File: src/rtl/instruction_fetch_unit.sv
// Fetch front end: owns the PC, captures ROM words into the IR and hands them to decode
// over valid/ready. Resolves unconditional jumps locally and obeys redirect/halt from execute.
module instruction_fetch_unit #(
    parameter int unsigned ADDR_W      = 4,
    parameter int unsigned INSTR_W     = 16,
    parameter logic [3:0]  JUMP_OPCODE = 4'b1011,
    parameter logic [ADDR_W-1:0] RESET_PC = '0
) (
    input  logic               clk,
    input  logic               reset,
    output logic [ADDR_W-1:0]  imem_addr,
    input  logic [INSTR_W-1:0] imem_instr,
    output logic               ir_valid,
    input  logic               ir_ready,
    output logic [INSTR_W-1:0] ir_instr,
    output logic [ADDR_W-1:0]  ir_pc,
    input  logic               redirect_valid,
    input  logic [ADDR_W-1:0]  redirect_pc,
    input  logic               halt,
    output logic               halted,
    output logic [7:0]         fetch_count
);

    localparam int unsigned CNT_W = 8;
    localparam int unsigned OPC_W = 4;

    typedef enum logic [1:0] {
        S_BOOT = 2'd0,
        S_RUN  = 2'd1,
        S_HALT = 2'd2
    } state_t;

    state_t             state_q, state_d;
    logic [ADDR_W-1:0]  pc_q, pc_d;
    logic               ir_valid_q, ir_valid_d;
    logic [INSTR_W-1:0] ir_instr_q, ir_instr_d;
    logic [ADDR_W-1:0]  ir_pc_q, ir_pc_d;
    logic [CNT_W-1:0]   count_q, count_d;
    logic               halted_q, halted_d;
    logic               cap;

    // Next-state and capture logic
    always_comb begin
        state_d    = state_q;
        pc_d       = pc_q;
        ir_valid_d = ir_valid_q;
        ir_instr_d = ir_instr_q;
        ir_pc_d    = ir_pc_q;
        count_d    = count_q;
        halted_d   = halted_q;
        cap        = 1'b0;

        case (state_q)
            S_BOOT: begin
                state_d = S_RUN;
                if (ir_ready) ir_valid_d = 1'b0;
            end
            S_RUN: begin
                cap = !redirect_valid && (!ir_valid_q || ir_ready);
                if (redirect_valid) begin
                    // Flush regardless of ir_ready; redirect beats any capture or jump
                    pc_d       = redirect_pc;
                    ir_valid_d = 1'b0;
                end else if (cap) begin
                    ir_instr_d = imem_instr;
                    ir_pc_d    = pc_q;
                    ir_valid_d = 1'b1;
                    if (count_q != {CNT_W{1'b1}}) count_d = count_q + CNT_W'(1);
                    if (imem_instr[INSTR_W-1 -: OPC_W] == JUMP_OPCODE)
                        pc_d = imem_instr[ADDR_W-1:0];
                    else
                        pc_d = pc_q + ADDR_W'(1);
                end
                if (halt) begin
                    state_d  = S_HALT;
                    halted_d = 1'b1;
                end
            end
            S_HALT: begin
                if (ir_ready) ir_valid_d = 1'b0;
            end
            default: state_d = S_BOOT;
        endcase
    end

    // State and datapath registers
    always_ff @(posedge clk) begin
        if (reset) begin
            state_q    <= S_BOOT;
            pc_q       <= RESET_PC;
            ir_valid_q <= 1'b0;
            ir_instr_q <= '0;
            ir_pc_q    <= '0;
            count_q    <= '0;
            halted_q   <= 1'b0;
        end else begin
            state_q    <= state_d;
            pc_q       <= pc_d;
            ir_valid_q <= ir_valid_d;
            ir_instr_q <= ir_instr_d;
            ir_pc_q    <= ir_pc_d;
            count_q    <= count_d;
            halted_q   <= halted_d;
        end
    end

    assign imem_addr   = pc_q;
    assign ir_valid    = ir_valid_q;
    assign ir_instr    = ir_instr_q;
    assign ir_pc       = ir_pc_q;
    assign fetch_count = count_q;
    assign halted      = halted_q;

endmodule

File: config.mk
export PLATFORM = sky130hd
export DESIGN_NAME = instruction_fetch_unit
export DESIGN_NICKNAME = d
export VERILOG_FILES = /design/src/rtl/instruction_fetch_unit.sv
export SDC_FILE = /design/constraint.sdc
export NUM_CORES = 1
export LEC_CHECK = 0
export BUFFER_PORTS_ARGS = -buffer_cell sky130_fd_sc_hd__buf_2
export CORE_ASPECT_RATIO = 1.2
export CORE_MARGIN = 2
export CORE_UTILIZATION = 48
export DETAILED_ROUTE_END_ITERATION = 16
export PLACE_DENSITY_LB_ADDON = 0.15
export SLEW_MARGIN = 20
export SYNTH_ARGS = -nofsm -noshare
export SYNTH_HDL_FRONTEND = slang
export SYNTH_SLANG_ARGS = --single-unit
File: constraint.sdc
create_clock -name clk -period 1.64 [get_ports clk]
set_input_delay 0.164 -clock clk [delete_from_list [all_inputs] [get_ports clk]]
set_output_delay 0.164 -clock clk [all_outputs]
set_load 0.01 [all_outputs]
==> results.cfg, run 1 <==
[floorplanning]
dieArea_um2 = 3650
core_um2 = 3060
initial_core_util_pct = 49.9
die_w_um = 55.5
die-height_um = 65.8
std_cell_rows = 22
io_pins = 59

[sta]
max_freq_mhz = 656
fin_crit_ps = 1520
worst_pin_slew_ps = 509
hold_violations = 0
finClkSkew_ps = 18.3
rsz0062_at_grt = false
setup_viol = 0
whs_ps = 52.6
timing.final.crit_share_pct = 92.9
final.setup.tns_ps = 0
slew_viol_final = 0
relSlewSlack_pct = 65.7

[synthesis]
synth_nets = 216
synth_cell_type_count = 38
synthTopCellsByArea = dfxtp_1 47%, nand2_1 11%, a21oi_1 11%
yosysWarnings = 0
netlist_instances = 189
ys_seq_area_share_pct = 47.3
synth_flop_cell = dfxtp_1
synth_top_area_share_pct = 47.3
synth-seq-cells = 36
syn_avg_cell_area_um2 = 8.07
syn-cell-area_um2 = 1530
synth_edf_count = 0
netlist.top_cell.by_area = dfxtp_1
async_flop_share_pct = 0

[grt]
grtUsageMet3_pct = 6.30
grt_pass1_wl_um = 5820
top_usage_layer = met2
use_met2_pct = 34.8
grt_pass1_vias = 1318
antenna_found_initial = 0
use_met1_pct = 23.7
track_usage_pct = 20.3
grt_max_degree = 26
overflow = 0

[critical_path]
cpMaxStageDelayCell = or3_1
arrival_ps = 1780
cp_max_fo = 10
max_stage_delay_ps = 340
end_kind = flip-flop
critPathKind = reg2reg
cp_cell_sequence = and2b_2 > nand3b_2 > buf_4 > or3_1 > a21oi_1
critical_path_required_ps = 1900
start_kind = flip-flop

[cts]
cts_resized = 0
clock-root-buffer = clkbuf_4
clk_pin_slew_worst_paths_ps = 110
cts_setup_buffers = 0
cts_hold_buffers = 0
clk_latency_ps = 340
clkSinkCount = 36
cts_tree = done
h-tree-depth = 2
cts_buffers = 5
clockBufferDepth = 2

[power]
p_per_area_nw_per_um2 = 926
pwr-share-clk_pct = 33.5
power_frac_comb_pct = 14.4
swShare_pct = 25.2
p_int_mw = 1.35
static-leakage-power_nw = 0.886
seq_power_share_pct = 52.1
p_switching_mw = 0.456
irDropWorstVdd_uv = 880

[final_layout]
drive_above_1_share_pct = 31.2
ff_latch_area_um2 = 721
fill_cells = 294
synthToLayoutAreaGrowth_pct = 28.1
n_antenna_cell = 0
multi_input_area_um2 = 734
nNetsFinal = 279

[placed_design]
globalplace.congestion = 0.825
dp_hpwl_um = 2500
portBuffers = 58

[outcome]
status = completed

[drt]
dr.pass1.iters = 4
detail-route-antenna-nets = 0
drt_iter0_drc = 70
vias_per_cell = 5.12
wl_per_cell_um = 11.9
vias = 1479
drc = 0
wl_um = 3440

[job]
maxCapViolations = 0

[hold_path]
hold_class = in2reg
-- worst max-delay path, delay by kind of cell, from the launching register on --
kind / cells / cell delay [ps]
simple gates: 3 / 770
buf+inv: 1 / 220
flops: 1 / 310
compound gates: 1 / 160
-- layout by cell type (no fill, tap or decap), types with 2 or more instances in the layout --
master	instances
buf_2	58
nand2_1	45
dfxtp_1	36
a21oi_1	32
nor2_1	14
buf_4	9
inv_1	5
clkbuf_4	5
o21ai_0	4
a211oi_1	4
nand2b_1	3
nand3_1	3
mux2_2	3
a211o_1	2
or3_1	2
o211ai_1	2
nor3_1	2
ha_1	2
-- sequential cells by signal, indices dropped and copies added, names as in the netlist --
register,flops
imem_addr,4
state_q,2
ir_pc,4
ir_instr,16
ir_valid,1
fetch_count,8
halted,1
-- final timing paths --
path / startpoint / to / slack [ps] / cells past startpoint
max: state_q[1] / fetch_count[0] / 120 / 5
min: imem_instr[8] / ir_instr[8] / 50 / 3
max reg2reg: state_q[1] / fetch_count[0] / 120 / 5
min reg2reg: ir_pc[2] / ir_pc[2] / 460 / 2
-- synth_stat cells (2+ instances only) --
cell,n
dfxtp_1,36
nor3_1,2
or3_1,2
o21ai_0,4
mux2_2,3
a211oi_1,4
o211ai_1,2
a211o_1,2
buf_2,2
nand2_1,45
a21oi_1,32
ha_1,2
clkbuf_1,7
nand2b_1,3
inv_1,5
nand3_1,3
nor2_1,14
-- metal layers --
| layer | vias to the layer above | part of all wire [%] |
|---|---|---|
| li1 | 772 | - |
| met1 | 656 | 45 |
| met2 | 45 | 47 |
| met3 | 6 | 6.8 |
| met4 | 0 | 1.6 |
| met5 | - | 0 |
-- final cells by class --
class / instances / share of cell area, %
Multi-Input combinational cell: 137 / 37.6
Tap cell: 36 / 2.31
Timing Repair Buffer: 67 / 18.3
Inverter: 5 / 0.961
Clock buffer: 6 / 2.11
Clock inverter: 2 / 1.79
Sequential cell: 36 / 36.9
-- through the flow --
step                util [%]  instance area [um^2]  instances  power, mW  setup slack (ps)
floorplan                  -                  1530        189       1.11               133
global placement        61.4                  1880        281       1.22               151
detailed placement      61.4                  1880        281       1.23               129
CTS                     63.9                  1950        289       1.83               110
global route            63.9                  1950        289       1.90              15.0
finish                  63.9                  1950        289       1.81               117
-- cell families after synthesis --
| logic type | Yosys count | synth area share (%) |
|---|---|---|
| AOI/OAI and AO/OA | 48 | 18.0 |
| xor gates and xnor gates | 2 | 1.15 |
| adders and majority gates | 2 | 1.64 |
| buffers and inverters | 16 | 4.59 |
| DFF | 36 | 47.3 |
| muxes | 5 | 3.61 |
| and+or+nand+nor | 80 | 23.8 |
-- power by group through the flow --
stage | Clock (mW) | Combinational [mW] | Sequential (mW)
3_5_place_dp | 0 | 0.262 | 0.963
5_1_grt | 0.658 | 0.293 | 0.949
2_1_floorplan | 0 | 0.129 | 0.982
3_3_place_gp | 0 | 0.259 | 0.962
6_report | 0.605 | 0.260 | 0.943
4_1_cts | 0.620 | 0.264 | 0.943
Power figures use the tool's default switching activity.
==> inputs of run 2 (changes only) <==
CORE_UTILIZATION = 45   (was 48)
==> results.cfg, run 2 (synthesis results as in run 1) <==
[outcome]
status = completed

[cts]
cts_hold_buffers = 0
clk_latency_ps = 280
clock-root-buffer = clkbuf_8
h-tree-depth = 2
cts_resized = 0
clk_pin_slew_worst_paths_ps = 70
clkSinkCount = 36
cts_buffers = 5
cts_tree = done
cts_setup_buffers = 0
clockBufferDepth = 2

[critical_path]
start_kind = flip-flop
cp_max_fo = 6
critPathKind = reg2reg
r2r-end = fetch_count[3]
max_stage_delay_ps = 370
reg2reg_depth = 4
end_kind = flip-flop
cpMaxStageDelayCell = mux2_2
critical_path_required_ps = 1820
arrival_ps = 1670
reg2reg_from = state_q[1]
crit_family = simple AND/OR/NAND/NOR gates
critPathBufInv = 0
r2r_setup_slack_ps = 140
cp_cell_sequence = and2b_2 > nand3b_2 > a211oi_1 > mux2_2

[floorplanning]
die-height_um = 67.8
std_cell_rows = 23
core_um2 = 3280
dieArea_um2 = 3870
initial_core_util_pct = 46.5
die_w_um = 57.1
io_pins = 59

[grt]
grt_max_degree = 24
overflow = 0
grt_pass1_vias = 1272
antenna_found_initial = 0
track_usage_pct = 18.7
grt_pass1_wl_um = 5660

[power]
irDropWorstVdd_uv = 685
power_mw = 1.78
static-leakage-power_nw = 0.900
p_per_area_nw_per_um2 = 902

[hold_path]
hold_end = state_q[0]
min_from = halt
whs_path_depth = 2
hold_class = in2reg

[final_layout]
final_common_cell = buf_2
ff_latch_area_um2 = 721
synthToLayoutAreaGrowth_pct = 29.7
multi_input_area_um2 = 734
layout.cells.non_filler = 292
n_antenna_cell = 0
nNetsFinal = 282
largest_reg_flops = 16
layout_common_cells = 58 x buf_2, 45 x nand2_1, 36 x dfxtp_1
fill_cells = 319
drive_above_1_share_pct = 31.8

[placed_design]
dp_hpwl_um = 2540
dp.cells = 285
globalplace.congestion = 0.794
portBuffers = 58

[sta]
max_freq_mhz = 668
setup_viol = 0
rsz0062_at_grt = false
slew_viol_final = 0
relSlewSlack_pct = 77.9
worst_pin_slew_ps = 330
fin_crit_ps = 1500
finClkSkew_ps = 4.28
final.setup.tns_ps = 0
timing.final.crit_share_pct = 91.2
hold_violations = 0

[drt]
wl_um = 3440
dr.pass1.iters = 4
detail-route-antenna-nets = 0
vias_per_cell = 5.07
drt_iter0_drc = 49
wl_per_cell_um = 11.8
drc = 0
vias = 1479

[job]
maxCapViolations = 0
## run 2: changes by cell type in the layout (fill, tap and decap cells not counted)
cell / change
clkbuf_4: -5
buf_4: +3
bufinv_16: -1
clkbuf_8: +5
## run 2: how the worst max path moves through the flow
stage                     from             end  cells after the start
floorplan           state_q[1]  fetch_count[4]                      5
global placement    state_q[1]  fetch_count[7]                      4
finish              state_q[1]  fetch_count[3]                      4
CTS                 state_q[1]  fetch_count[7]                      4
global route        state_q[1]  fetch_count[3]                      4
detailed placement  state_q[1]  fetch_count[4]                      4
## run 2: layer usage
metal  vias up  track usage, %  routed length, um
met3         9            4.98                238
met1       647            24.3               1550
met2        46            29.5               1590
met4         0            7.85                 60
li1        777               -                  -
met5         -               0                  0
## run 2: through the flow
stage          setup slack [ps]  util (%)  area, um^2  hold slack, ps
6_report                    144      60.3        1980            86.5
5_1_grt                    52.9      60.3        1980            91.6
4_1_cts                     156      60.3        1980            86.4
3_5_place_dp                164      57.9        1900             389
3_3_place_gp                190      57.9        1900             389
2_1_floorplan               133         -        1530             266
## run 2: cell type report
cell class	count	area share, %
well taps	37	2.34
inverters	5	0.949
multi-input cells	137	37.1
clock inverters	1	0.253
repair buffers	70	19.2
flip-flops and latches	36	36.4
clock buffers	6	3.67
## run 2: report_power, final
group          switching [mW]  internal, mW  leakage, nW
sequential             0.0257         0.916        0.293
combinational           0.140         0.122        0.566
clock                   0.292         0.288       0.0410
total                   0.458          1.33        0.900
## run 2: worst reg2reg max path: stages (launching register included)
cell	delay [ps]
dfxtp_1	310
and2b_2	260
nand3b_2	140
a211oi_1	310
mux2_2	370
